===== src/rtl/zbt_video_pkg.sv =====
// Shared constants for the ZBT video path: word/pixel/address widths,
// XGA 1024x768 timing defaults and the frame reader state encoding.
package zbt_video_pkg;

   localparam int ZBT_DATA_W = 36;
   localparam int PIXEL_W    = 18;
   localparam int ZBT_ADDR_W = 19;

   // XGA 1024x768 @ 60 Hz, 65 MHz pixel clock
   localparam int XGA_H_ACTIVE = 1024;
   localparam int XGA_H_TOTAL  = 1344;
   localparam int XGA_V_ACTIVE = 768;
   localparam int XGA_V_TOTAL  = 806;

   localparam logic [0:0] WAIT_FRAME = 1'b0;
   localparam logic [0:0] RUN        = 1'b1;

   // Pick one 18-bit pixel out of a ZBT word: even x in the high half.
   function automatic logic [PIXEL_W-1:0] zbt_pixel_half(
      input logic [ZBT_DATA_W-1:0] word,
      input logic                  odd
   );
      return odd ? word[PIXEL_W-1:0] : word[ZBT_DATA_W-1:PIXEL_W];
   endfunction

endpackage


===== src/rtl/zbt_read_tag_pipe.sv =====
// Delay line that follows each issued ZBT read through the fixed read
// latency; its output strobes when that read's data is on the bus.
module zbt_read_tag_pipe #(
   parameter int DEPTH = 2
) (
   input  logic clk,
   input  logic reset,
   input  logic rd_issued,
   output logic capture
);

   logic [DEPTH-1:0] tag_q;
   logic [DEPTH-1:0] tag_d;

   // Shift the read tag one stage per clock.
   always_comb begin
      tag_d    = tag_q;
      tag_d[0] = rd_issued;
      for (int i = 1; i < DEPTH; i++) begin
         tag_d[i] = tag_q[i-1];
      end
   end

   // Tag register; reset discards reads still in flight.
   always_ff @(posedge clk or posedge reset) begin
      if (reset) begin
         tag_q <= '0;
      end else begin
         tag_q <= tag_d;
      end
   end

   assign capture = tag_q[DEPTH-1];

endmodule


===== src/rtl/zbt_frame_reader.sv =====
// ZBT frame reader: prefetches pixel words from ZBT SRAM ahead of the XGA
// raster and presents one registered pixel per clock aligned to hcount/vcount.
// Optional build macro ZBT_READER_ZOOM_EN: 2x zoom of the 512x384 top-left
// region (each stored pixel shown as a 2x2 block).
//
// state      | meaning
// -----------+-----------------------------------------------------------
// WAIT_FRAME | after reset; no reads, no pixels, waiting for the first
//            | prefetch point of a frame (hcount=H_TOTAL-FORECAST, last line)
// RUN        | synced to the raster; issues reads and outputs pixels
module zbt_frame_reader
   import zbt_video_pkg::*;
#(
   parameter int H_ACTIVE = XGA_H_ACTIVE,
   parameter int V_ACTIVE = XGA_V_ACTIVE,
   parameter int H_TOTAL  = XGA_H_TOTAL,
   parameter int V_TOTAL  = XGA_V_TOTAL,
   parameter int READ_LAT = 2,
   parameter int FORECAST = 4
) (
   input  logic                  clk,
   input  logic                  reset,
   input  logic [10:0]           hcount,
   input  logic [9:0]            vcount,
   input  logic [ZBT_DATA_W-1:0] vram_read_data,
   output logic [ZBT_ADDR_W-1:0] vram_addr,
   output logic                  vram_rd,
   output logic [PIXEL_W-1:0]    pixel,
   output logic                  pixel_valid
);

   logic [0:0]            state_q, state_d;
   logic [ZBT_ADDR_W-1:0] vram_addr_q, vram_addr_d;
   logic                  vram_rd_q, vram_rd_d;
   logic [ZBT_DATA_W-1:0] word_latch_q, word_latch_d;
   logic [PIXEL_W-1:0]    pixel_q, pixel_d;
   logic                  pixel_valid_q, pixel_valid_d;

   logic [11:0] fh_sum;
   logic [11:0] fh;
   logic [10:0] fv;
   logic        sync_hit;
   logic        reading;
   logic        rd_slot;
   logic        capture;
   logic        active;
   logic        odd_sel;

   // Forecast coordinates: where the raster will be FORECAST pixels from now.
   always_comb begin
      fh_sum = {1'b0, hcount} + 12'(FORECAST);
      fh     = fh_sum;
      fv     = {1'b0, vcount};
      if (fh_sum >= 12'(H_TOTAL)) begin
         fh = fh_sum - 12'(H_TOTAL);
         fv = {1'b0, vcount} + 11'd1;
      end
      if (fv == 11'(V_TOTAL)) begin
         fv = '0;
      end
   end

   // Sync detection and state update.
   always_comb begin
      sync_hit = (state_q == WAIT_FRAME) &&
                 (hcount == 11'(H_TOTAL - FORECAST)) &&
                 (vcount == 10'(V_TOTAL - 1));
      state_d  = state_q;
      if (sync_hit) begin
         state_d = RUN;
      end
      // The sync cycle itself is the prefetch point for pixel 0 of frame 0.
      reading = (state_q == RUN) || sync_hit;
   end

   // Read issue: one read per ZBT word whose first pixel is the forecast pixel.
   always_comb begin
`ifdef ZBT_READER_ZOOM_EN
      rd_slot = (fh < 12'(H_ACTIVE)) && (fv < 11'(V_ACTIVE)) && (fh[1:0] == 2'b00);
`else
      rd_slot = (fh < 12'(H_ACTIVE)) && (fv < 11'(V_ACTIVE)) && (fh[0] == 1'b0);
`endif
      vram_addr_d = vram_addr_q;
      vram_rd_d   = 1'b0;
      if (reading && rd_slot) begin
`ifdef ZBT_READER_ZOOM_EN
         vram_addr_d = {1'b0, fv[9:1], 1'b0, fh[9:2]};
`else
         vram_addr_d = {fv[9:0], fh[9:1]};
`endif
         vram_rd_d   = 1'b1;
      end
   end

   zbt_read_tag_pipe #(
      .DEPTH (READ_LAT)
   ) u_tag_pipe (
      .clk       (clk),
      .reset     (reset),
      .rd_issued (vram_rd_q),
      .capture   (capture)
   );

   // Word latch and pixel select; the latch may reload on the same edge that
   // consumes its last half, since pixel_d reads the old value.
   always_comb begin
      word_latch_d = capture ? vram_read_data : word_latch_q;
      active       = (state_q == RUN) &&
                     (hcount < 11'(H_ACTIVE)) && (vcount < 10'(V_ACTIVE));
`ifdef ZBT_READER_ZOOM_EN
      odd_sel      = hcount[1];
`else
      odd_sel      = hcount[0];
`endif
      pixel_d       = active ? zbt_pixel_half(word_latch_q, odd_sel) : '0;
      pixel_valid_d = active;
   end

   // All state registers; reset clears outputs immediately.
   always_ff @(posedge clk or posedge reset) begin
      if (reset) begin
         state_q       <= WAIT_FRAME;
         vram_addr_q   <= '0;
         vram_rd_q     <= 1'b0;
         word_latch_q  <= '0;
         pixel_q       <= '0;
         pixel_valid_q <= 1'b0;
      end else begin
         state_q       <= state_d;
         vram_addr_q   <= vram_addr_d;
         vram_rd_q     <= vram_rd_d;
         word_latch_q  <= word_latch_d;
         pixel_q       <= pixel_d;
         pixel_valid_q <= pixel_valid_d;
      end
   end

   assign vram_addr   = vram_addr_q;
   assign vram_rd     = vram_rd_q;
   assign pixel       = pixel_q;
   assign pixel_valid = pixel_valid_q;

endmodule


===== config.mk =====
export PLATFORM = sky130hd
export DESIGN_NAME = zbt_frame_reader
export DESIGN_NICKNAME = d
export VERILOG_FILES = /design/src/rtl/zbt_video_pkg.sv /design/src/rtl/zbt_read_tag_pipe.sv /design/src/rtl/zbt_frame_reader.sv
export SDC_FILE = /design/constraint.sdc
export NUM_CORES = 1
export LEC_CHECK = 0
export CORE_MARGIN = 10
export CORE_UTILIZATION = 45
export DETAILED_ROUTE_END_ITERATION = 8
export GPL_TIMING_DRIVEN = 0
export MAX_ROUTING_LAYER = met4
export PLACE_DENSITY = 0.75
export SYNTH_ARGS = -nofsm -noshare
export SYNTH_HDL_FRONTEND = slang
export SYNTH_SLANG_ARGS = --single-unit

===== constraint.sdc =====
create_clock -name clk -period 4.4 [get_ports clk]
set_input_delay 0.44 -clock clk [delete_from_list [all_inputs] [get_ports clk]]
set_output_delay 0.44 -clock clk [all_outputs]
set_load 0.05 [all_outputs]

Word-level counts from Yosys, hierarchy flattened. Cells that the tools add are included.

ROM bits: 0. Output and inout bits: 39. Register bits after elaboration: 78. Bits in latches: 0. Memories kept: 0. RAM bits: 0. Logic and storage cells: 34.

Equality and inequality tests: 3. Shift operators: 0. Div/mod/pow operators: 0. Multiply operators: 0. Bitwise operators: 2. Reduce and logical (&&, ||, !) cells: 8. Order comparisons: 5. Add/sub/neg operators: 3. Mux-type cells: 6.

Operator list (count): $mux 18 (2); $mux 11 (2); $add 11x3->12 const B (1); $ge 12x11->1 const B (1); $lt 12x11->1 const B (1); $mux 12 (1); $sub 12x11->12 const B (1); $add 10x1->11 const B (1); $eq 11x10->1 const B (1); $eq 11x11->1 const B (1); $lt 11x10->1 const B (1); $lt 11x11->1 const B (1); $eq 10x10->1 const B (1); $lt 10x10->1 const B (1); $logic_and 1x1->1 (7); $not 1->1 (2); $logic_or 1x1->1 (1); $mux 1 (1).

Longest topological paths before layout.
Word-level depth: 10. Depth in mapped cells: 13.

Modules after synthesis. A second synthesis with hierarchy kept.

Cells, all modules: 343. Area, all modules: 3903.7 µm².

By module, submodules not included: zbt_frame_reader (cells each 340, seq. area each 1901.8 µm², instances 1, area an instance 3849.9 µm²); zbt_read_tag_pipe (cells each 3, seq. area each 50.0 µm², instances 1, area an instance 53.8 µm²).

Worst setup path after synthesis. Ideal clock, no wire load.

Path kind: input -> register. Start point: in hcount[2]. End point: reg vram_addr_q[0], in the netlist vram_addr[0]. Data required time: 4275 ps. Arrival: 3465 ps. Path buffers: 2. Stages on the path: 12. Path slack: 810 ps. Cells stage by stage: ha_1 > and3_4 > xnor2_1 > ha_1 > nor2_1 > a221o_1 > o21a_1 > buf_6 > o311a_4 > o41ai_4 > buf_6 > mux2_4.

Word-level cells in the longest chain between the ends: 9. Elaborated cells on any way between the ends: 17. Classes of those cells: add/sub (2); order compare (3); eq/ne (2); mux (3); bitwise (1); reduce/logical (6).

Ends and longest elaborated chain: start: declaration (line zbt_frame_reader.sv:23) `input logic [10:0] hcount,`; $add 11x3->12 (line zbt_frame_reader.sv:51) `fh_sum = {1'b0, hcount} + 12'(FORECAST);`; $ge 12x11->1 (line zbt_frame_reader.sv:54) `if (fh_sum >= 12'(H_TOTAL)) begin`; $mux 11 (line zbt_frame_reader.sv:54); $eq 11x10->1 (line zbt_frame_reader.sv:58) `if (fv == 11'(V_TOTAL)) begin`; $mux 11 (line zbt_frame_reader.sv:58); $lt 11x10->1 (line zbt_frame_reader.sv:81) `rd_slot = (fh < 12'(H_ACTIVE)) && (fv < 11'(V_ACTIVE)) && (fh[0] == 1'b0);`; $logic_and 1x1->1 (2 in a row) (line zbt_frame_reader.sv:81); $logic_and 1x1->1 (line zbt_frame_reader.sv:85) `if (reading && rd_slot) begin`; end signal: assignment (line zbt_frame_reader.sv:130) `vram_addr_q <= vram_addr_d;`; end: declaration (line zbt_frame_reader.sv:33) `logic [ZBT_ADDR_W-1:0] vram_addr_q, vram_addr_d;`.

Parallel ways exist; a longest one is shown, timed or not. A chain may end at the register's enable or synchronous reset.

Final worst setup path. Same ends and word-level chain as after synthesis.

==> qor.csv <==
stage,metric,value,unit
global_routing,track_usage,0.1505,
global_routing,antenna_found_initial,0,
final_layout,layout-drive-gt1-share,0.1915,
clocking,clkTransAtPathRegs,80,ps
yosys,synth_area_leaders,"dfrtp_1 (51%), mux2_2 (13%), mux2i_1 (5.5%)",
global_routing,overflow,0,
routing,wire_per_inst,17.41,um
critical_path,reg2reg_depth,8,
routing,avgViaCountPerCell,5.278,
yosys,synth_cells,309,
yosys,ys_seq_elements,78,
clocking,clk_path_buf_depth,2,
sta,timing.hold.ws,352.3,ps
sta,rsz0062_at_grt,false,
yosys,synth_top_area_cell,dfrtp_1,
die,row_count,33,
routing,vias,2787,
clocking,clkSinkCount,78,
critical_path,crit_type,in2reg,
clocking,cts_tree,done,
clocking,cts_buffers,9,
yosys,ys.flop_type,dfrtp_1,
routing,drtPass1Iterations,4,
sta,max_slew_margin,0.4682,
die,die_area,12500,um^2
sta,hold_violations,0,
critical_path,r2r_start,state_q,
die,start_util,0.4614,
placed_design,hpwlAfterDp,7024,um
critical_path,cp_cell_sequence,"clkdlybuf4s50_1, ha_1, and3_4, xnor2_1, ha_1, nor2_1, a221o_1, o21a_1, buf_6, o311a_4, o41ai_4, buf_4, buf_6, mux2_4",
sta,fin_crit_sh,0.8951,
routing,wl,9190,um
routing,drtIter0Drc,63,
clocking,htreeDepth,3,
critical_path,r2r-end,vram_addr[0],
job,cap_violations,0,
outcome,outcome,"finished, final reports clean",
critical_path,cpPeakStageDelay,500,ps
final_layout,finalNetCount,483,
sta,finalSetupViolCount,0,
sta,worst_pin_slew,797.7,ps
critical_path,worstPathMaxFanout,10,
clocking,post_cts_resized,0,
yosys,ys_seq_area_frac,0.5149,
critical_path,worst_setup_path_start_kind,input pin,
final_layout,final_core_util,0.6202,
yosys,async_flop_share,1.000,
global_routing,grt_pass1_vias,2961,
yosys,syn_area_per_cell,12.27,um^2
critical_path,required,4630,ps
sta,fin_setup_tns,0,ps
die,die_h,111.8,um
power_and_ir_drop,power.density,264.8,nW/um^2
placed_design,place_congestion,0.9306,
sta,drv_slew,0,
die,io_pins,98,
clocking,cts_root_buf,clkbuf_8,
placed_design,numPortBuffers,93,
power_and_ir_drop,irDropWorstVdd,152.0,uV
critical_path,regToRegSetupSlack,2260,ps
sta,worst_clock_skew,12.53,ps
critical_path,crit_path_end,vram_addr[0],
placed_design,place_ws,-182.7,ps
final_layout,diodes,0,
sta,fmax,253.9,MHz
critical_path,cp_slowest_cell,clkdlybuf4s50_1,
yosys,synth_commonest_cells,"dfrtp_1 (78), mux2_2 (43), nor2_1 (27)",
power_and_ir_drop,power_leakage,2.351,nW
min_path,hold_path_class,reg2reg,
yosys,synth_nets,374,
routing,drc,0,
global_routing,grt_pass1_wl,15210,um
routing,route.met2.wl,4589,um
die,die_w,111.8,um
critical_path,endpoint_kind,flop,
yosys,synth_area,3791,um^2
routing,routed-wl-met3,515,um
routing,maxUsedRoutingLayer,met4,
final_layout,syn2layout_area_growth,34.42,%
yosys,yosysUniqueCellTypes,50,
yosys,yosys.area.top_type_share,0.5149,
sta,layout_min_cycle_time,3939,ps
clocking,clkLatencyLatePin,340,ps
die,design.core.area,8217,um^2
routing,ant_nets,0,
routing,wirelength_met1,4019,um
min_path,worstHoldPathCells,0,
power_and_ir_drop,p_total,0.001350,W
yosys,synth_most_common_cell,dfrtp_1,
critical_path,startpoint,hcount[2],
sta,setup_ws,461.5,ps
yosys,synth_edf_count,0,
final_layout,n_fill_cell,678,
global_routing,grt_max_degree,58,
critical_path,cp.arrival,4170,ps
yosys,synth_warnings,0,
[registers in the layout, indices dropped and copies added (netlist names)]
register          cells
pixel_valid           1
vram_rd               1
state_q               1
pixel                18
u_tag_pipe.tag_q      2
word_latch_q         36
vram_addr            19
[routing by layer]
layer  track usage  vias to the layer above
met2        0.2483                       99
li1              -                     1315
met4       0.02742                        0
met5             -                        -
met3       0.04348                        8
met1        0.1803                     1365
[placed cells by master, fill, tap and decap left out, types with 3 or more instances in the layout]
cell	n
clkbuf_1	9
mux2_2	43
and4_1	4
buf_1	4
clkbuf_8	9
clkdlybuf4s50_1	93
and2_1	3
xnor2_1	14
and3_1	5
nand2_1	9
xor2_1	6
o21ai_0	5
nand3_1	7
buf_4	4
ha_1	6
nand2b_1	3
clkinv_4	3
nor2_1	27
dfrtp_1	78
mux2_4	5
inv_1	11
o211ai_1	5
mux2i_1	21
[cell type report]
| cell class | count | area, um^2 | area share |
|---|---|---|---|
| inverters | 12 | 47.55 | 0.009330 |
| flip-flops and latches | 78 | 1952 | 0.3830 |
| plain buffers | 15 | 71.32 | 0.01399 |
| well taps | 105 | 131.4 | 0.02578 |
| clock inverters | 7 | 58.81 | 0.01154 |
| multi-input cells | 204 | 1723 | 0.3381 |
| clock buffers | 9 | 123.9 | 0.02431 |
| repair buffers | 98 | 988.4 | 0.1940 |
[worst max-delay path, delay by kind of cell]
family | cells | cell delay [ps]
XOR/XNOR | 1 | 270
AND/OR/NAND/NOR | 2 | 260
adder cells (fa/ha/maj) | 2 | 540
AO/OA/AOI/OAI | 4 | 1340
buffers and inverters | 4 | 990
multiplexers | 1 | 310
[report_power, final]
| group | switching (W) | total, W | internal, W |
|---|---|---|---|
| Clock | 0.000278 | 0.000491 | 0.000213 |
| Combinational | 0.0000689 | 0.000143 | 0.0000737 |
| Sequential | 0.0000000603 | 0.000716 | 0.000716 |
[kinds of logic (layout without fill, tap and decap cells)]
kind of cell / count (synthesis) / count (layout) / share of synthesized area
mux: 69 / 69 / 0.2030
buf+inv: 27 / 141 / 0.03069
compound gates: 35 / 35 / 0.08054
simple gates: 74 / 74 / 0.1050
fa+ha+maj: 6 / 6 / 0.01980
xor+xnor: 20 / 20 / 0.04621
flops: 78 / 78 / 0.5149
[per-stage QoR]
step                      std cells  instance area [um^2]
after floorplan                 309                  3791
after global placement          507                  4853
after detailed placement        508                  4883
after CTS                       524                  5066
after global routing            528                  5096
final                           528                  5096
[repair_timing]
action / in CTS / in global routing
setup endpoints to repair: 0 / 5
hold buffers: 0 / 0
endpoints found under the hold margin: 0 / 0
setup buffers: 0 / 4
[how the worst min path moves through the flow]
stage	endpoint	slack (ps)	from
global route	u_tag_pipe.tag_q[1]	380	u_tag_pipe.tag_q[0]
CTS	u_tag_pipe.tag_q[1]	360	u_tag_pipe.tag_q[0]
finish	u_tag_pipe.tag_q[1]	350	u_tag_pipe.tag_q[0]
floorplan	u_tag_pipe.tag_q[1]	330	u_tag_pipe.tag_q[0]
detailed placement	u_tag_pipe.tag_q[1]	330	u_tag_pipe.tag_q[0]
global placement	u_tag_pipe.tag_q[1]	330	u_tag_pipe.tag_q[0]
No activity file was read; power rests on OpenSTA's default activity.
